File: config.mk
export PLATFORM = sky130hd
export DESIGN_NAME = ex_mem_skid_stage_flat
export DESIGN_NICKNAME = d
export VERILOG_FILES = /design/src/rtl/ex_mem_skid_stage_if.sv /design/src/rtl/ex_mem_skid_stage.sv /design/src/flat_wrapper.sv
export SDC_FILE = /design/constraint.sdc
export NUM_CORES = 1
export LEC_CHECK = 0
export CORE_MARGIN = 2
export CORE_UTILIZATION = 35
export DETAILED_ROUTE_END_ITERATION = 10
export GPL_TIMING_DRIVEN = 0
export HOLD_SLACK_MARGIN = 0.05
export PLACE_DENSITY = 0.59
export SYNTH_ARGS = -nofsm -noshare
export SYNTH_HDL_FRONTEND = slang
export SYNTH_SLANG_ARGS = --single-unit
File: constraint.sdc
create_clock -name clk -period 2.9 [get_ports clk]
set_input_delay 0.725 -clock clk [delete_from_list [all_inputs] [get_ports clk]]
set_output_delay 0.725 -clock clk [all_outputs]
set_load 0.02 [all_outputs]
File: src/rtl/ex_mem_skid_stage_if.sv
// EX->MEM stage bus: execute-side handshake and payload, memory-side handshake and
// payload, and the squash strobe.
//   master : environment view (drives E-side payload, InValid, OutReady, Flush)
//   slave  : pipeline stage view (drives InReady, OutValid, M-side payload)
// Optional macro EXMEM_STALL_CNT_EN adds the StallCnt back-pressure counter output.
// Parameters must match those of the ex_mem_skid_stage instance attached to it.
interface ex_mem_skid_stage_if #(
  parameter int unsigned DATA_WIDTH       = 32,
  parameter int unsigned REG_ADDR_WIDTH   = 5,
  parameter int unsigned RESULT_SRC_WIDTH = 2
`ifdef EXMEM_STALL_CNT_EN
  , parameter int unsigned CNT_WIDTH      = 16
`endif
);
  logic                        Flush;
  logic                        InValid;
  logic                        InReady;
  logic                        RegWriteE;
  logic [RESULT_SRC_WIDTH-1:0] ResultSrcE;
  logic                        MemWriteE;
  logic                        StSrcE;
  logic                        LdSrcE;
  logic [DATA_WIDTH-1:0]       ALUResultE;
  logic [DATA_WIDTH-1:0]       WriteDataE;
  logic [REG_ADDR_WIDTH-1:0]   RdE;
  logic [DATA_WIDTH-1:0]       PC_PlusE;

  logic                        OutValid;
  logic                        OutReady;
  logic                        RegWriteM;
  logic [RESULT_SRC_WIDTH-1:0] ResultSrcM;
  logic                        MemWriteM;
  logic                        StSrcM;
  logic                        LdSrcM;
  logic [DATA_WIDTH-1:0]       ALUResultM;
  logic [DATA_WIDTH-1:0]       WriteDataM;
  logic [REG_ADDR_WIDTH-1:0]   RdM;
  logic [DATA_WIDTH-1:0]       PC_PlusM;

`ifdef EXMEM_STALL_CNT_EN
  logic [CNT_WIDTH-1:0]        StallCnt;
`endif

  modport master (
`ifdef EXMEM_STALL_CNT_EN
    input  StallCnt,
`endif
    output Flush, InValid, RegWriteE, ResultSrcE, MemWriteE, StSrcE, LdSrcE,
    output ALUResultE, WriteDataE, RdE, PC_PlusE, OutReady,
    input  InReady, OutValid, RegWriteM, ResultSrcM, MemWriteM, StSrcM, LdSrcM,
    input  ALUResultM, WriteDataM, RdM, PC_PlusM
  );

  modport slave (
`ifdef EXMEM_STALL_CNT_EN
    output StallCnt,
`endif
    input  Flush, InValid, RegWriteE, ResultSrcE, MemWriteE, StSrcE, LdSrcE,
    input  ALUResultE, WriteDataE, RdE, PC_PlusE, OutReady,
    output InReady, OutValid, RegWriteM, ResultSrcM, MemWriteM, StSrcM, LdSrcM,
    output ALUResultM, WriteDataM, RdM, PC_PlusM
  );
endinterface

File: src/rtl/ex_mem_skid_stage.sv
// EX->MEM pipeline register with valid/ready handshake and a 2-entry skid buffer.
// InReady comes straight from a flop, so no combinational path runs from OutReady back
// to the execute stage. Flush squashes every held and incoming entry.
// Ports:
//   clk   : clock, all state on the rising edge
//   rst_n : asynchronous active-low reset
//   bus   : ex_mem_skid_stage_if.slave (E-side inputs, M-side outputs, Flush)
// Optional macro EXMEM_STALL_CNT_EN adds the saturating StallCnt counter (CNT_WIDTH bits).
module ex_mem_skid_stage #(
  parameter int unsigned DATA_WIDTH       = 32,
  parameter int unsigned REG_ADDR_WIDTH   = 5,
  parameter int unsigned RESULT_SRC_WIDTH = 2
`ifdef EXMEM_STALL_CNT_EN
  , parameter int unsigned CNT_WIDTH      = 16
`endif
) (
  input logic               clk,
  input logic               rst_n,
  ex_mem_skid_stage_if.slave bus
);

  // Payload word: RegWrite, ResultSrc, MemWrite, StSrc, LdSrc, ALUResult, WriteData, Rd, PC_Plus
  localparam int unsigned PW = 4 + RESULT_SRC_WIDTH + 3 * DATA_WIDTH + REG_ADDR_WIDTH;

  // EMPTY: nothing held; ONE: main only; FULL: main and skid
  typedef enum logic [1:0] {StEmpty, StOne, StFull} state_e;

  state_e        state_q, state_d;
  logic [PW-1:0] in_pl;
  logic [PW-1:0] main_pl_q, main_pl_d;
  logic [PW-1:0] skid_pl_q, skid_pl_d;
  logic          in_ready;
  logic          main_valid;
  logic          accept;
  logic          drain;
  logic          m_regwrite;
  logic          m_memwrite;

  assign in_pl = {bus.RegWriteE, bus.ResultSrcE, bus.MemWriteE, bus.StSrcE, bus.LdSrcE,
                  bus.ALUResultE, bus.WriteDataE, bus.RdE, bus.PC_PlusE};

  assign in_ready   = (state_q != StFull);
  assign main_valid = (state_q != StEmpty);
  assign accept     = bus.InValid && in_ready;
  assign drain      = main_valid && bus.OutReady;

  always_comb begin
    state_d   = state_q;
    main_pl_d = main_pl_q;
    skid_pl_d = skid_pl_q;
    if (bus.Flush) begin
      // Payload registers are left alone so M-side fields hold through the bubble.
      state_d = StEmpty;
    end else begin
      unique case (state_q)
        StEmpty: begin
          if (accept) begin
            state_d   = StOne;
            main_pl_d = in_pl;
          end
        end
        StOne: begin
          if (accept && drain) begin
            main_pl_d = in_pl;
          end else if (accept) begin
            state_d   = StFull;
            skid_pl_d = in_pl;
          end else if (drain) begin
            state_d = StEmpty;
          end
        end
        StFull: begin
          if (drain) begin
            state_d   = StOne;
            main_pl_d = skid_pl_q;
          end
        end
        default: state_d = StEmpty;
      endcase
    end
  end

  always_ff @(posedge clk or negedge rst_n) begin
    if (!rst_n) begin
      state_q   <= StEmpty;
      main_pl_q <= '0;
      skid_pl_q <= '0;
    end else begin
      state_q   <= state_d;
      main_pl_q <= main_pl_d;
      skid_pl_q <= skid_pl_d;
    end
  end

  assign {m_regwrite, bus.ResultSrcM, m_memwrite, bus.StSrcM, bus.LdSrcM,
          bus.ALUResultM, bus.WriteDataM, bus.RdM, bus.PC_PlusM} = main_pl_q;

  // Write enables are gated so a bubble can never commit a stale instruction.
  assign bus.RegWriteM = main_valid && m_regwrite;
  assign bus.MemWriteM = main_valid && m_memwrite;
  assign bus.OutValid  = main_valid;
  assign bus.InReady   = in_ready;

`ifdef EXMEM_STALL_CNT_EN
  logic [CNT_WIDTH-1:0] stall_cnt_q;

  // Counts back-pressure cycles, saturating; Flush deliberately does not clear it.
  always_ff @(posedge clk or negedge rst_n) begin
    if (!rst_n) begin
      stall_cnt_q <= '0;
    end else if (main_valid && !bus.OutReady && (stall_cnt_q != '1)) begin
      stall_cnt_q <= stall_cnt_q + CNT_WIDTH'(1);
    end
  end

  assign bus.StallCnt = stall_cnt_q;
`endif

endmodule
File: src/flat_wrapper.sv
// flat-port wrapper written by rule: the top's interface ports become plain ports
module ex_mem_skid_stage_flat 
#(
  parameter int unsigned DATA_WIDTH       = 32,
  parameter int unsigned REG_ADDR_WIDTH   = 5,
  parameter int unsigned RESULT_SRC_WIDTH = 2

)
  (clk, rst_n, bus_Flush, bus_InValid, bus_RegWriteE, bus_ResultSrcE, bus_MemWriteE, bus_StSrcE, bus_LdSrcE, bus_ALUResultE, bus_WriteDataE, bus_RdE, bus_PC_PlusE, bus_OutReady, bus_InReady, bus_OutValid, bus_RegWriteM, bus_ResultSrcM, bus_MemWriteM, bus_StSrcM, bus_LdSrcM, bus_ALUResultM, bus_WriteDataM, bus_RdM, bus_PC_PlusM);
  ex_mem_skid_stage_if #(.DATA_WIDTH(DATA_WIDTH), .REG_ADDR_WIDTH(REG_ADDR_WIDTH), .RESULT_SRC_WIDTH(RESULT_SRC_WIDTH)) bus_i ();
  input logic clk;
  input logic rst_n;
  input wire logic [$bits(bus_i.Flush)-1:0] bus_Flush;
  input wire logic [$bits(bus_i.InValid)-1:0] bus_InValid;
  input wire logic [$bits(bus_i.RegWriteE)-1:0] bus_RegWriteE;
  input wire logic [$bits(bus_i.ResultSrcE)-1:0] bus_ResultSrcE;
  input wire logic [$bits(bus_i.MemWriteE)-1:0] bus_MemWriteE;
  input wire logic [$bits(bus_i.StSrcE)-1:0] bus_StSrcE;
  input wire logic [$bits(bus_i.LdSrcE)-1:0] bus_LdSrcE;
  input wire logic [$bits(bus_i.ALUResultE)-1:0] bus_ALUResultE;
  input wire logic [$bits(bus_i.WriteDataE)-1:0] bus_WriteDataE;
  input wire logic [$bits(bus_i.RdE)-1:0] bus_RdE;
  input wire logic [$bits(bus_i.PC_PlusE)-1:0] bus_PC_PlusE;
  input wire logic [$bits(bus_i.OutReady)-1:0] bus_OutReady;
  output wire logic [$bits(bus_i.InReady)-1:0] bus_InReady;
  output wire logic [$bits(bus_i.OutValid)-1:0] bus_OutValid;
  output wire logic [$bits(bus_i.RegWriteM)-1:0] bus_RegWriteM;
  output wire logic [$bits(bus_i.ResultSrcM)-1:0] bus_ResultSrcM;
  output wire logic [$bits(bus_i.MemWriteM)-1:0] bus_MemWriteM;
  output wire logic [$bits(bus_i.StSrcM)-1:0] bus_StSrcM;
  output wire logic [$bits(bus_i.LdSrcM)-1:0] bus_LdSrcM;
  output wire logic [$bits(bus_i.ALUResultM)-1:0] bus_ALUResultM;
  output wire logic [$bits(bus_i.WriteDataM)-1:0] bus_WriteDataM;
  output wire logic [$bits(bus_i.RdM)-1:0] bus_RdM;
  output wire logic [$bits(bus_i.PC_PlusM)-1:0] bus_PC_PlusM;
  assign bus_i.Flush = bus_Flush;
  assign bus_i.InValid = bus_InValid;
  assign bus_i.RegWriteE = bus_RegWriteE;
  assign bus_i.ResultSrcE = bus_ResultSrcE;
  assign bus_i.MemWriteE = bus_MemWriteE;
  assign bus_i.StSrcE = bus_StSrcE;
  assign bus_i.LdSrcE = bus_LdSrcE;
  assign bus_i.ALUResultE = bus_ALUResultE;
  assign bus_i.WriteDataE = bus_WriteDataE;
  assign bus_i.RdE = bus_RdE;
  assign bus_i.PC_PlusE = bus_PC_PlusE;
  assign bus_i.OutReady = bus_OutReady;
  assign bus_InReady = bus_i.InReady;
  assign bus_OutValid = bus_i.OutValid;
  assign bus_RegWriteM = bus_i.RegWriteM;
  assign bus_ResultSrcM = bus_i.ResultSrcM;
  assign bus_MemWriteM = bus_i.MemWriteM;
  assign bus_StSrcM = bus_i.StSrcM;
  assign bus_LdSrcM = bus_i.LdSrcM;
  assign bus_ALUResultM = bus_i.ALUResultM;
  assign bus_WriteDataM = bus_i.WriteDataM;
  assign bus_RdM = bus_i.RdM;
  assign bus_PC_PlusM = bus_i.PC_PlusM;
  ex_mem_skid_stage #(.DATA_WIDTH(DATA_WIDTH), .REG_ADDR_WIDTH(REG_ADDR_WIDTH), .RESULT_SRC_WIDTH(RESULT_SRC_WIDTH)) u_core (.clk(clk), .rst_n(rst_n), .bus(bus_i));
endmodule
# Yosys cells after proc, flatten, opt, wreduce, memory -nomap -nowiden
# Index checks and enable logic that the tools add are counted.
[word_totals] regBits=216 latchBits=0 mem_bits_rw=0 romBits=0 in_bits=112 out_inout_bits=109 wordCells=37 memories=0
[op_classes] n_addsub=0 multipliers=0 n_div=0 order_cmp=0 n_eq_ne=10 shifts=0 n_mux=11 n_bitwise=2 n_reduce_logical=11
[ops] cell="107-bit two-way mux" count=3
[ops] cell="107-bit case mux with 3 select lines" count=1
[ops] cell="2-bit two-way mux" count=6
[ops] cell="4-bit AND reduction" count=2
[ops] cell="2-bit by 1-bit != test with 1-bit output (second input constant)" count=3
[ops] cell="3-bit by 2-bit != test with 1-bit output (second input constant)" count=2
[ops] cell="2-bit case mux with 3 select lines" count=1
[ops] cell="1-bit logical AND" count=5
[ops] cell="5-bit AND reduction" count=1
[ops] cell="4-bit by 2-bit != test with 1-bit output (second input constant)" count=1
[ops] cell="3-bit != test (second input constant)" count=1
[ops] cell="3-bit nonzero test" count=1
[ops] cell="2-bit by 1-bit equality test with 1-bit output (second input constant)" count=1
[ops] cell="2-bit equality test (second input constant)" count=1
[ops] cell="2-bit zero test" count=1
[ops] cell="2-bit != test (second input constant)" count=1
[ops] cell="1-bit inverter" count=2
[ops] cell="2-bit nonzero test" count=1

# Logic depth before layout (Yosys ltp)
# Gate-level depths: netlist of run 1.
[depth] depth_word=7 depth_mapped=7 ltp_nobuf=4

# Least setup slack after synthesis of run 1
# Ideal clock, no wire load.
[synth_timing] path_type="input to register" from="input port bus_InValid" to="register u_core.main_pl_q[105]" setup_ps=125 arrival_ps=1875 t_required_ps=2775 path_slack_ps=901 stages=6 path_buffers=2 path_cell_list="and2b_1 nand2b_1 a21oi_4 buf_6 buf_8 mux2_2"
[synth_via] elab_chain_len=4 elab_cells_between_ends=5 cone_classes="eq/ne (2); reduce/logical (3)"
[synth_rtl] item="start, declared" line_no="flat_wrapper.sv:14" text="input wire logic [$bits(bus_i.InValid)-1:0] bus_InValid;"
[synth_rtl] item="1-bit logical AND (*)" line_no="ex_mem_skid_stage.sv:44" text="assign accept = bus.InValid && in_ready;"
[synth_rtl] item="1-bit logical AND" line_no="ex_mem_skid_stage.sv:63" text="if (accept && drain) begin"
[synth_rtl] item="2-bit by 1-bit != test with 1-bit output (no line)"
[synth_rtl] item="5-bit AND reduction (no line) (*)"
[synth_rtl] item="end signal, assigned" line_no="ex_mem_skid_stage.sv:90" text="main_pl_q <= main_pl_d;"
[synth_rtl] item="end, declared" line_no="ex_mem_skid_stage.sv:30" text="logic [PW-1:0] main_pl_q, main_pl_d;"
# Mark *: on every way between the ends. The rest lies on a longest branch, timed or not.
# A chain may end at the register's enable or synchronous reset.

# Worst setup path in the final report of run 1
[layout_timing] from="register u_core.state_q[0]" to="output port bus_RegWriteM"
[layout_via] elab_chain_len=2
[layout_rtl] item="start, declared" line_no="ex_mem_skid_stage.sv:28" text="state_e state_q, state_d;"
[layout_rtl] item="start signal, assigned" line_no="ex_mem_skid_stage.sv:85" text="state_q <= StEmpty;"
[layout_rtl] item="start signal, assigned" line_no="ex_mem_skid_stage.sv:89" text="state_q <= state_d;"
[layout_rtl] item="2-bit nonzero test" line_no="ex_mem_skid_stage.sv:43" text="assign main_valid = (state_q != StEmpty);"
[layout_rtl] item="1-bit logical AND" line_no="ex_mem_skid_stage.sv:99" text="assign bus.RegWriteM = main_valid && m_regwrite;"
[layout_rtl] item="end, declared" line_no="flat_wrapper.sv:27" text="output wire logic [$bits(bus_i.RegWriteM)-1:0] bus_RegWriteM;"
# Every way passes these cells.

==> tab_implementation.tex, run 1 <==
\begin{tabular}{lr}
\hline
Metric & Value \\
\hline
\multicolumn{2}{l}{\textbf{Logic synthesis}} \\
Count of yosys warnings during synthesis & 0 \\
Share of synthesized area occupied by flip-flops and latches & between 50\% and 60\% \\
Mapped Area & 10200 um\^{}2 \\
Average footprint of a synthesized cell & roughly 15 um\^{}2 \\
Netlist cell types & 22 \\
Post-synth net total & about 800 \\
Post-Synthesis Cells & between 600 and 700 \\
Flip-flop and latch count after synthesis & around 220 \\
\multicolumn{2}{l}{\textbf{Clock tree}} \\
Clock latency of the later-clocked register in the worst-skew pair & 0.52 ns \\
Clock tree from TritonCTS & done \\
Maximum root-to-sink buffer count & 3 \\
Maximum level of the CTS H-tree & 1 \\
Clock Root Buffer & sky130\_fd\_sc\_hd\_\_clkbuf\_16 \\
Clock input transition at the sequential cells of the worst setup and hold paths & about 0.060 ns \\
Sink Count & 216 \\
Count of buffers added by post-CTS timing repair for setup & 0 \\
Inserted Clock Buffers & 26 \\
\multicolumn{2}{l}{\textbf{Timing}} \\
Final period utilization & 95.3\% \\
Final count of pins violating max slew & 0 \\
Transition time at the pin with the least slew margin & approximately 0.67 ns \\
Sum of negative setup slack & 0 ns \\
Final hold violation count & 0 \\
Time the final worst path needs with I/O delays and setup & roughly 2.8 ns \\
Fmax achieved & approximately 0.36 GHz \\
Worst hold slack & between 0.4 and 0.5 ns \\
Final setup fails & 0 \\
Layout Skew & between 0.007 and 0.008 ns \\
Slew Limit Headroom & roughly 55\% \\
Setup repair after global routing missed its margin & false \\
\multicolumn{2}{l}{\textbf{Routing}} \\
Final ANT Viol Nets & 0 \\
Detailed-router iteration count before antenna repair & 4 \\
DR DRC count & 0 \\
Total detailed-routing wirelength & roughly 22000 um \\
Via density & 4.47 \\
Routed length per instance & 16.7 um \\
Number of DRC violations after detailed-routing iteration 0 & about 240 \\
Vias after detailed routing & around 6000 \\
\multicolumn{2}{l}{\textbf{Die}} \\
Die extent in y & 175 um \\
I/O pin count & roughly 220 \\
Die ar. & about 31000 um\^{}2 \\
Floorplan Core Area & 28700 um\^{}2 \\
Initial standard-cell utilization of the core & 35.6\% \\
Die extent in x & roughly 170 um \\
Number of rows created at floorplan & 62 \\
\multicolumn{2}{l}{\textbf{Placement}} \\
Number of buffers added on ports & 220 \\
DP HPWL & $\sim$15000 um \\
Placer congestion estimate & 0.706 \\
Cell count after placement & between 1000 and 1500 \\
\multicolumn{2}{l}{\textbf{Flow run}} \\
Max cap viols & 0 \\
\multicolumn{2}{l}{\textbf{Pwr}} \\
Final Power & a little under 10000 uW \\
Areal power density over the cells & just over 700 nW/um\^{}2 \\
Leak Pwr & $\sim$0.0059 uW \\
Worst ir drop on vdd & around 0.38 mV \\
\multicolumn{2}{l}{\textbf{Setup path}} \\
Critical Path End Type & output pin \\
Endpoint of the lowest-slack register-to-register path & u\_core.main\_pl\_q[33] \\
Critical path cell sequence & or2\_2 -> and2\_1 -> clkdlybuf4s50\_1 \\
Top cell family by delay on the critical path & buffers and inverters \\
Critical path arrival & between 2 and 2.5 ns \\
Element type at the critical path start & flop \\
Max stage delay on crit path & $\sim$0.56 ns \\
R2r startpoint & u\_core.state\_q[0] \\
Flop-to-flop setup slack & roughly 0.77 ns \\
Launching element of the worst setup path & u\_core.state\_q[0] \\
WP buf/inv & 1 \\
Depth of the worst register-to-register path & 5 \\
Required time of the worst setup path & 2.17 ns \\
Worst-path cell with the longest stage delay & sky130\_fd\_sc\_hd\_\_clkdlybuf4s50\_1 \\
Type of the worst setup path & flop to output pin \\
Critical path peak fanout & 6 \\
\multicolumn{2}{l}{\textbf{Layout}} \\
Non-filler cells in the finished layout & approximately 1300 \\
Filler cells & $\sim$2600 \\
Share of final-layout standard cells stronger than drive strength 1 & approximately half \\
Commonest non-fill, non-tap cell in the layout & sky130\_fd\_sc\_hd\_\_mux2\_2 \\
Final \#Nets & $\sim$1100 \\
Top library cells by usage in the layout, fill and taps aside & sky130\_fd\_sc\_hd\_\_mux2\_2, sky130\_fd\_sc\_hd\_\_clkdlybuf4s50\_1, sky130\_fd\_sc\_hd\_\_dfrtp\_1, sky130\_fd\_sc\_hd\_\_buf\_4, sky130\_fd\_sc\_hd\_\_mux2\_4 \\
Layout area overhead & 34.8\% \\
\multicolumn{2}{l}{\textbf{Min path}} \\
Min-Delay Startpoint & u\_core.main\_pl\_q[106] \\
Worst min-delay path endpoint & u\_core.main\_pl\_q[106] \\
WHS Path Cells & 1 \\
Class of the worst hold path & flop to flop \\
\multicolumn{2}{l}{\textbf{Global routing}} \\
Pin count of the biggest net entering global routing & between 100 and 150 \\
Overall fraction of global-route tracks in use & 14.7\% \\
Number of antenna violations at the first check in global routing & 1 \\
Gr ovfl total & 0 \\
Global-route wire length before repair & roughly 36000 um \\
Number of global-route vias before repair & 6580 \\
\multicolumn{2}{l}{\textbf{Status}} \\
Result of the run & complete, no violations \\
\hline
\end{tabular}
layer usage:
layer  share of wire (%)  wire (um)  vias to the layer above  global-route usage (%)
met2                  45      10100                      154                    23.6
li1                    -          -                     2816                       -
met4                 2.1        466                        0                    3.72
met5                   0          0                        -                       0
met3                 7.0       1560                       34                    4.29
met1                  46      10200                     2991                    19.5
through the flow:
step	setup WS [ns]	instance area (um^2)	util, %
after floorplan	0.901	10200	-
after global placement	-8.86	12900	45.0
after detailed placement	-0.0694	13000	45.2
after CTS	0.0263	13800	48.0
after global routing	0.0424	13800	48.0
final	0.135	13800	48.0
cell type report:
type                       instances  area [um^2]  area share, %
antenna                            1         2.50         0.0182
buffer                           137          985           7.14
clock buffer                      41          768           5.57
clock inverter                     2         35.0          0.254
inverter                           1         3.75         0.0272
multi-input combinational        337         3830           27.8
sequential                       216         5410           39.2
tap                              384          480           3.48
timing repair buffer             223         2270           16.5
what timing repair did:
action                                  4_1_cts  5_1_grt
endpoints found under the hold margin        16        0
hold buffers                                  1        0
resized for setup                             0        1
endpoints found under the setup margin        0        1
kinds of logic after synthesis:
family	after synthesis	share of synthesized area (%)
muxes	322	36.5
DFF	216	52.9
buffers and inverters	138	9.67
and+or+nand+nor	11	0.636
AOI/OAI and AO/OA	4	0.367
where the power goes:
group	leakage, uW	total [uW]	switching, uW	internal, uW
registers	0.00259	4090	339	3750
logic	0.00294	2730	1010	1720
clock network	0.000391	3110	1230	1880
total	0.00593	9930	2580	7350
worst max path at each step:
stage,cells past startpoint,slack [ns],to
2_1_floorplan,6,0.90,u_core.main_pl_q[105]
3_3_place_gp,1,-8.86,u_core.main_pl_q[56]
3_5_place_dp,6,-0.07,u_core.skid_pl_q[42]
4_1_cts,5,0.03,bus_InReady
5_1_grt,3,0.04,bus_RegWriteM
6_report,3,0.14,bus_RegWriteM
Yosys cell counts:
cell type / number / share of area [%]
sky130_fd_sc_hd__mux2_2: 293 / 32
sky130_fd_sc_hd__dfrtp_1: 216 / 53
sky130_fd_sc_hd__buf_4: 104 / 7.6
sky130_fd_sc_hd__mux2_4: 28 / 4.1
sky130_fd_sc_hd__buf_2: 19 / 0.93
sky130_fd_sc_hd__clkbuf_1: 8 / 0.29
sky130_fd_sc_hd__buf_6: 3 / 0.33
sky130_fd_sc_hd__buf_8: 3 / 0.44
sky130_fd_sc_hd__nor2_1: 3 / 0.11
sky130_fd_sc_hd__and2_1: 2 / 0.12
sky130_fd_sc_hd__a21oi_1: 1 / 0.049
sky130_fd_sc_hd__a21oi_4: 1 / 0.16
sky130_fd_sc_hd__and2b_1: 1 / 0.073
sky130_fd_sc_hd__inv_1: 1 / 0.037
sky130_fd_sc_hd__mux2i_1: 1 / 0.098
sky130_fd_sc_hd__nand2b_1: 1 / 0.061
sky130_fd_sc_hd__nand3_2: 1 / 0.098
sky130_fd_sc_hd__nor2b_1: 1 / 0.061
sky130_fd_sc_hd__nor3_1: 1 / 0.049
sky130_fd_sc_hd__o21a_1: 1 / 0.073
sky130_fd_sc_hd__o21ai_2: 1 / 0.086
sky130_fd_sc_hd__or2_2: 1 / 0.061
registers in the layout (all words and copies together), names as in the netlist:
register / flops
u_core.main_pl_q: 107
u_core.skid_pl_q: 107
u_core.state_q: 2
(Power assumes the default switching activity.)
==> inputs of run 2 (changes only) <==
--- a/config.mk
+++ b/config.mk
@@ -6,11 +6,11 @@
 export NUM_CORES = 1
 export LEC_CHECK = 0
 export CORE_MARGIN = 2
-export CORE_UTILIZATION = 35
+export CORE_UTILIZATION = 55
 export DETAILED_ROUTE_END_ITERATION = 10
 export GPL_TIMING_DRIVEN = 0
 export HOLD_SLACK_MARGIN = 0.05
-export PLACE_DENSITY = 0.59
+export PLACE_DENSITY = 0.86
 export SYNTH_ARGS = -nofsm -noshare
 export SYNTH_HDL_FRONTEND = slang
 export SYNTH_SLANG_ARGS = --single-unit
==> tab_implementation.tex, run 2 (synthesized netlist as in run 1, its figures left out) <==
\begin{tabular}{lr}
\hline
Metric & Value \\
\hline
\multicolumn{2}{l}{\textbf{Layout}} \\
Non-filler cells in the finished layout & 1182 (was 1342) \\
Top library cells by usage in the layout, fill and taps aside & sky130\_fd\_sc\_hd\_\_mux2\_2, sky130\_fd\_sc\_hd\_\_clkdlybuf4s50\_1, sky130\_fd\_sc\_hd\_\_dfrtp\_1, sky130\_fd\_sc\_hd\_\_buf\_4, sky130\_fd\_sc\_hd\_\_mux2\_4 (unchanged) \\
N\_diodes & 0 (was 1) \\
Final \#Nets & 1049 (was 1054) \\
Registers with the highest flip-flop counts & u\_core.main\_pl\_q x107, u\_core.skid\_pl\_q x107, u\_core.state\_q x2 (unchanged) \\
Total non-filler cell area in the finished layout & 13500 um\^{}2 (was 13800 um\^{}2) \\
Layout area overhead & 32.0\% (was 34.8\%) \\
Share of final-layout standard cells stronger than drive strength 1 & 51.6\% (was 51.2\%) \\
Commonest non-fill, non-tap cell in the layout & sky130\_fd\_sc\_hd\_\_mux2\_2 (unchanged) \\
\multicolumn{2}{l}{\textbf{Pwr}} \\
Areal power density over the cells & 722 nW/um\^{}2 (was 720 nW/um\^{}2) \\
Worst ir drop on vdd & 0.450 mV (was 0.380 mV) \\
Leak Pwr & 0.00589 uW (was 0.00593 uW) \\
\multicolumn{2}{l}{\textbf{Setup path}} \\
Type of the worst setup path & flop to output pin (unchanged) \\
Critical path peak fanout & 6 (unchanged) \\
Worst-path cell with the longest stage delay & sky130\_fd\_sc\_hd\_\_clkdlybuf4s50\_1 (unchanged) \\
Max stage delay on crit path & 0.57 ns (was 0.56 ns) \\
Critical Path End Type & output pin (unchanged) \\
Critical path cell sequence & or2\_2 -> and2\_1 -> clkdlybuf4s50\_1 (unchanged) \\
Required time of the worst setup path & 2.17 ns (about the same) \\
Element type at the critical path start & flop (unchanged) \\
Critical path arrival & 2.01 ns (was 2.04 ns) \\
\multicolumn{2}{l}{\textbf{Routing}} \\
Total detailed-routing wirelength & 20800 um (was 22300 um) \\
Final ANT Viol Nets & 0 (unchanged) \\
Routed length per instance & 17.6 um (was 16.7 um) \\
Vias after detailed routing & 6004 (was 5995) \\
Via density & 5.08 (was 4.47) \\
Detailed-router iteration count before antenna repair & 4 (unchanged) \\
Number of DRC violations after detailed-routing iteration 0 & 186 (was 241) \\
DR DRC count & 0 (unchanged) \\
\multicolumn{2}{l}{\textbf{Clock tree}} \\
Clock latency of the later-clocked register in the worst-skew pair & 0.49 ns (was 0.52 ns) \\
Maximum root-to-sink buffer count & 3 (unchanged) \\
Clock tree from TritonCTS & done (unchanged) \\
Clock input transition at the sequential cells of the worst setup and hold paths & 0.06 ns (about the same) \\
Sink Count & 216 (unchanged) \\
Clock Root Buffer & sky130\_fd\_sc\_hd\_\_clkbuf\_16 (unchanged) \\
Inserted Clock Buffers & 23 (was 26) \\
Maximum level of the CTS H-tree & 1 (unchanged) \\
Count of buffers added by post-CTS timing repair for setup & 0 (unchanged) \\
\multicolumn{2}{l}{\textbf{Min path}} \\
Class of the worst hold path & input port to asynchronous set/reset pin (was flop to flop) \\
\multicolumn{2}{l}{\textbf{Die}} \\
Die extent in y & 140 um (was 175 um) \\
Die ar. & 19700 um\^{}2 (was 30600 um\^{}2) \\
Die extent in x & 140 um (was 175 um) \\
I/O pin count & 221 (unchanged) \\
Floorplan Core Area & 18100 um\^{}2 (was 28700 um\^{}2) \\
Initial standard-cell utilization of the core & 56.5\% (was 35.6\%) \\
Number of rows created at floorplan & 49 (was 62) \\
\multicolumn{2}{l}{\textbf{Placement}} \\
DP HPWL & 14600 um (was 15300 um) \\
Placer congestion estimate & 0.781 (was 0.706) \\
Number of buffers added on ports & 220 (unchanged) \\
Placement-stage cell area & 12700 um\^{}2 (was 13000 um\^{}2) \\
Cell count after placement & 1141 (was 1297) \\
\multicolumn{2}{l}{\textbf{Timing}} \\
Final count of pins violating max slew & 0 (unchanged) \\
Time the final worst path needs with I/O delays and setup & 2.73 ns (was 2.76 ns) \\
Setup repair after global routing missed its margin & false (unchanged) \\
Final period utilization & 94.3\% (was 95.3\%) \\
Final hold violation count & 0 (unchanged) \\
Fmax achieved & 0.366 GHz (was 0.362 GHz) \\
Transition time at the pin with the least slew margin & 0.847 ns (was 0.673 ns) \\
Slew Limit Headroom & 43.5\% (was 55.2\%) \\
Layout Skew & 0.0131 ns (was 0.00718 ns) \\
Sum of negative setup slack & 0 ns (unchanged) \\
Final setup fails & 0 (unchanged) \\
\multicolumn{2}{l}{\textbf{Global routing}} \\
Overall fraction of global-route tracks in use & 21.1\% (was 14.7\%) \\
Number of global-route vias before repair & 6495 (was 6580) \\
Pin count of the biggest net entering global routing & 111 (was 102) \\
Number of antenna violations at the first check in global routing & 0 (was 1) \\
Gr ovfl total & 0 (unchanged) \\
Global-route wire length before repair & 33600 um (was 36000 um) \\
\multicolumn{2}{l}{\textbf{Status}} \\
Result of the run & complete, no violations (unchanged) \\
\multicolumn{2}{l}{\textbf{Flow run}} \\
Max cap viols & 0 (unchanged) \\
\hline
\end{tabular}
## run 2: changes by cell type in the layout (fill, tap and decap cells not counted), sizes merged
cell | previous run | this run
bufinv | 1 | 2
diode | 1 | 0
dlygate4sd3 | 1 | 0
buf | 132 | 131
clkbuf | 49 | 40
clkinvlp | 0 | 1
clkinv | 1 | 6
## run 2: worst paths after layout
| check | start | end | slack, ns | cells past startpoint |
|---|---|---|---|---|
| worst max register to register | u_core.state_q[0] | u_core.main_pl_q[79] | 0.73 | 5 |
| worst max-delay path | u_core.state_q[0] | bus_RegWriteM | 0.17 | 3 |
| min in group clk | u_core.skid_pl_q[61] | u_core.skid_pl_q[61] | 0.50 | 1 |
| worst min register to register | u_core.skid_pl_q[61] | u_core.skid_pl_q[61] | 0.50 | 1 |
| worst min-delay path | rst_n | u_core.skid_pl_q[89] | 0.28 | 1 |
| max in group asynchronous | rst_n | u_core.skid_pl_q[40] | 1.62 | 2 |
## run 2: cell type report
type                       count  area [um^2]
sequential                   216         5410
fill                        1219         4590
multi-input combinational    337         3830
timing repair buffer         221         2240
buffer                       137          985
clock buffer                  32          649
tap                          229          287
clock inverter                 9         97.6
inverter                       1         3.75
## run 2: worst max-delay path: cells and delay by family (launching register included)
family | cells | cell delay, ns
buf+inv | 1 | 0.57
simple gates | 2 | 0.52
flops | 1 | 0.44
## run 2: repair_timing
item / in CTS / in global routing
resized for setup: 0 / 1
endpoints found under the setup margin: 0 / 1
hold buffers: 0 / 0
## run 2: layer usage
layer  wire (um)  GRT usage [%]  up-vias  share of wire [%]
li1            -              -     2811                  -
met1        8900           28.2     3012                 43
met2       10000           35.1      156                 48
met3        1520           5.47       25                7.3
met4         337           4.68        0                1.6
met5           0              0        -                  0
## run 2: metrics by stage
| step | utilization (%) | setup slack, ns | hold WS (ns) | total power (uW) |
|---|---|---|---|---|
| 3_5_place_dp | 70.5 | 0.0679 | 0.487 | 6920 |
| 3_3_place_gp | 70.3 | -8.11 | 0.481 | 6810 |
| 5_1_grt | 74.6 | 0.101 | 0.343 | 10200 |
| 4_1_cts | 74.6 | 0.0647 | 0.319 | 9850 |
| 6_report | 74.6 | 0.166 | 0.275 | 9740 |
| 2_1_floorplan | - | 0.901 | 0.429 | 5800 |
## run 2: report_power, final
group          switching, uW  internal [uW]
registers                366           3750
logic                   1020           1720
clock network           1150           1740
total                   2540           7200
==> inputs of run 3 (changes only) <==
==> constraint.sdc (replaced) <==
create_clock -name clk -period 2.9 [get_ports clk]
set_input_delay 0.725 -clock clk [delete_from_list [all_inputs] [get_ports clk]]
set_output_delay 0.725 -clock clk [all_outputs]
set_load 0.1 [all_outputs]
==> tab_implementation.tex, run 3 (synthesized netlist as in run 1, its figures left out) <==
\begin{tabular}{lr}
\hline
Metric & Value \\
\hline
\multicolumn{2}{l}{\textbf{Status}} \\
Result of the run & complete, no violations (unchanged) \\
\multicolumn{2}{l}{\textbf{Clock tree}} \\
Sink Count & 216 (unchanged) \\
Clock tree from TritonCTS & done (unchanged) \\
Maximum level of the CTS H-tree & 1 (unchanged) \\
Clock input transition at the sequential cells of the worst setup and hold paths & 0.06 ns (about the same) \\
Inserted Clock Buffers & 23 (unchanged) \\
Clock latency of the later-clocked register in the worst-skew pair & 0.49 ns (about the same) \\
Clock Root Buffer & sky130\_fd\_sc\_hd\_\_clkbuf\_16 (unchanged) \\
Hold-fix buffers, CTS & 0 (unchanged) \\
Maximum root-to-sink buffer count & 3 (unchanged) \\
\multicolumn{2}{l}{\textbf{Setup path}} \\
Element type at the critical path start & flop (unchanged) \\
Depth of the worst register-to-register path & 5 (unchanged) \\
Critical Path End Type & output pin (unchanged) \\
Flop-to-flop setup slack & 0.73 ns (about the same) \\
Critical path peak fanout & 2 (was 6) \\
Endpoint of the lowest-slack register-to-register path & u\_core.main\_pl\_q[79] (unchanged) \\
Critical path arrival & 2.11 ns (was 2.01 ns) \\
Type of the worst setup path & flop to output pin (unchanged) \\
Launching element of the worst setup path & u\_core.main\_pl\_q[40] (was u\_core.state\_q[0]) \\
R2r startpoint & u\_core.state\_q[0] (unchanged) \\
Required time of the worst setup path & 2.17 ns (about the same) \\
\multicolumn{2}{l}{\textbf{Layout}} \\
Registers with the highest flip-flop counts & u\_core.main\_pl\_q x107, u\_core.skid\_pl\_q x107, u\_core.state\_q x2 (unchanged) \\
Share of final-layout standard cells stronger than drive strength 1 & 51.9\% (was 51.6\%) \\
N\_diodes & 0 (unchanged) \\
Final \#Nets & 1049 (unchanged) \\
Layout area overhead & 31.9\% (was 32.0\%) \\
Commonest non-fill, non-tap cell in the layout & sky130\_fd\_sc\_hd\_\_mux2\_2 (unchanged) \\
Top library cells by usage in the layout, fill and taps aside & sky130\_fd\_sc\_hd\_\_mux2\_2, sky130\_fd\_sc\_hd\_\_dfrtp\_1, sky130\_fd\_sc\_hd\_\_clkdlybuf4s50\_1, sky130\_fd\_sc\_hd\_\_buf\_4, sky130\_fd\_sc\_hd\_\_mux2\_4 (was sky130\_fd\_sc\_hd\_\_mux2\_2, sky130\_fd\_sc\_hd\_\_clkdlybuf4s50\_1, sky130\_fd\_sc\_hd\_\_dfrtp\_1, sky130\_fd\_sc\_hd\_\_buf\_4, sky130\_fd\_sc\_hd\_\_mux2\_4) \\
\multicolumn{2}{l}{\textbf{Timing}} \\
Final count of pins violating max slew & 0 (unchanged) \\
Final setup fails & 0 (unchanged) \\
Setup repair after global routing missed its margin & false (unchanged) \\
Setup ws final & 0.0622 ns (was 0.166 ns) \\
Time the final worst path needs with I/O delays and setup & 2.84 ns (was 2.73 ns) \\
Transition time at the pin with the least slew margin & 1.05 ns (was 0.847 ns) \\
Final hold violation count & 0 (unchanged) \\
Layout Skew & 0.0132 ns (was 0.0131 ns) \\
Final period utilization & 97.9\% (was 94.3\%) \\
Fmax achieved & 0.352 GHz (was 0.366 GHz) \\
Slew Limit Headroom & 29.9\% (was 43.5\%) \\
\multicolumn{2}{l}{\textbf{Routing}} \\
Detailed-router iteration count before antenna repair & 4 (unchanged) \\
Total detailed-routing wirelength & 20800 um (about the same) \\
Number of DRC violations after detailed-routing iteration 0 & 182 (was 186) \\
Via density & 5.08 (about the same) \\
Final ANT Viol Nets & 0 (unchanged) \\
Vias after detailed routing & 6003 (was 6004) \\
DR DRC count & 0 (unchanged) \\
Routed length per instance & 17.6 um (about the same) \\
\multicolumn{2}{l}{\textbf{Placement}} \\
Placer congestion estimate & 0.781 (unchanged) \\
DP HPWL & 14600 um (unchanged) \\
Setup slack at placement & 0.0679 ns (unchanged) \\
Number of buffers added on ports & 220 (unchanged) \\
\multicolumn{2}{l}{\textbf{Pwr}} \\
Areal power density over the cells & 865 nW/um\^{}2 (was 722 nW/um\^{}2) \\
Final Power & 11700 uW (was 9740 uW) \\
Worst ir drop on vdd & 0.543 mV (was 0.450 mV) \\
Leak Pwr & 0.00590 uW (was 0.00589 uW) \\
\multicolumn{2}{l}{\textbf{Global routing}} \\
Number of global-route vias before repair & 6495 (unchanged) \\
Pin count of the biggest net entering global routing & 111 (unchanged) \\
Overall fraction of global-route tracks in use & 21.1\% (unchanged) \\
Number of antenna violations at the first check in global routing & 0 (unchanged) \\
Global-route wire length before repair & 33600 um (unchanged) \\
Gr ovfl total & 0 (unchanged) \\
\multicolumn{2}{l}{\textbf{Die}} \\
Die extent in x & 140 um (unchanged) \\
I/O pin count & 221 (unchanged) \\
Floorplan Core Area & 18100 um\^{}2 (unchanged) \\
Number of rows created at floorplan & 49 (unchanged) \\
Initial standard-cell utilization of the core & 56.5\% (unchanged) \\
Die ar. & 19700 um\^{}2 (unchanged) \\
Die extent in y & 140 um (unchanged) \\
\multicolumn{2}{l}{\textbf{Flow run}} \\
Max cap viols & 0 (unchanged) \\
\multicolumn{2}{l}{\textbf{Min path}} \\
Class of the worst hold path & input port to asynchronous set/reset pin (unchanged) \\
\hline
\end{tabular}
==> run 3: worst max-delay path, cell delays in order, from the launching register on <==
cell and delay (ns):
sky130_fd_sc_hd__dfrtp_1 0.35, sky130_fd_sc_hd__buf_4 0.10, sky130_fd_sc_hd__clkdlybuf4s50_1 1.18
==> run 3: final cells by class <==
class | count | area, um^2
flip-flops and latches | 216 | 5410
fillers | 1222 | 4600
multi-input cells | 337 | 3830
repair buffers | 221 | 2220
plain buffers | 137 | 985
clock buffers | 32 | 649
well taps | 229 | 287
clock inverters | 9 | 97.6
inverters | 1 | 3.75
==> run 3: power by group <==
group / switching (uW) / internal, uW
combinational: 2960 / 1700
sequential: 366 / 3750
clock: 1150 / 1740
total: 4480 / 7190
==> run 3: worst max-delay path by stage <==
stage / to / slack (ns)
2_1_floorplan: bus_MemWriteM / 0.46
3_3_place_gp: u_core.main_pl_q[55] / -8.11
3_5_place_dp: u_core.main_pl_q[105] / 0.07
4_1_cts: bus_PC_PlusM[3] / 0.04
5_1_grt: bus_RdM[0] / 0.003
6_report: bus_WriteDataM[3] / 0.06
==> run 3: through the flow <==
| stage | area [um^2] | utilization [%] | std cells | setup TNS (ns) | hold WS, ns |
|---|---|---|---|---|---|
| after detailed placement | 12700 | 70.5 | 1141 | 0 | 0.487 |
| after global routing | 13500 | 74.6 | 1182 | 0 | 0.343 |
| after global placement | 12700 | 70.3 | 1140 | -1747.03 | 0.481 |
| after floorplan | 10200 | - | 691 | 0 | 0.429 |
| after CTS | 13500 | 74.6 | 1182 | 0 | 0.319 |
| final | 13500 | 74.6 | 1182 | 0 | 0.276 |
==> run 3: layer usage <==
metal  track usage (%)  up-vias  wire length, um
met5                 0        -                0
li1                  -     2811                -
met3              5.47       24             1520
met4              4.68        0              335
met1              28.2     3014             8930
met2              35.1      154            10000
==> run 3: repair_timing <==
item                       4_1_cts  5_1_grt
setup endpoints to repair        4        2
buffers inserted                 0        0
resized for setup                6        4
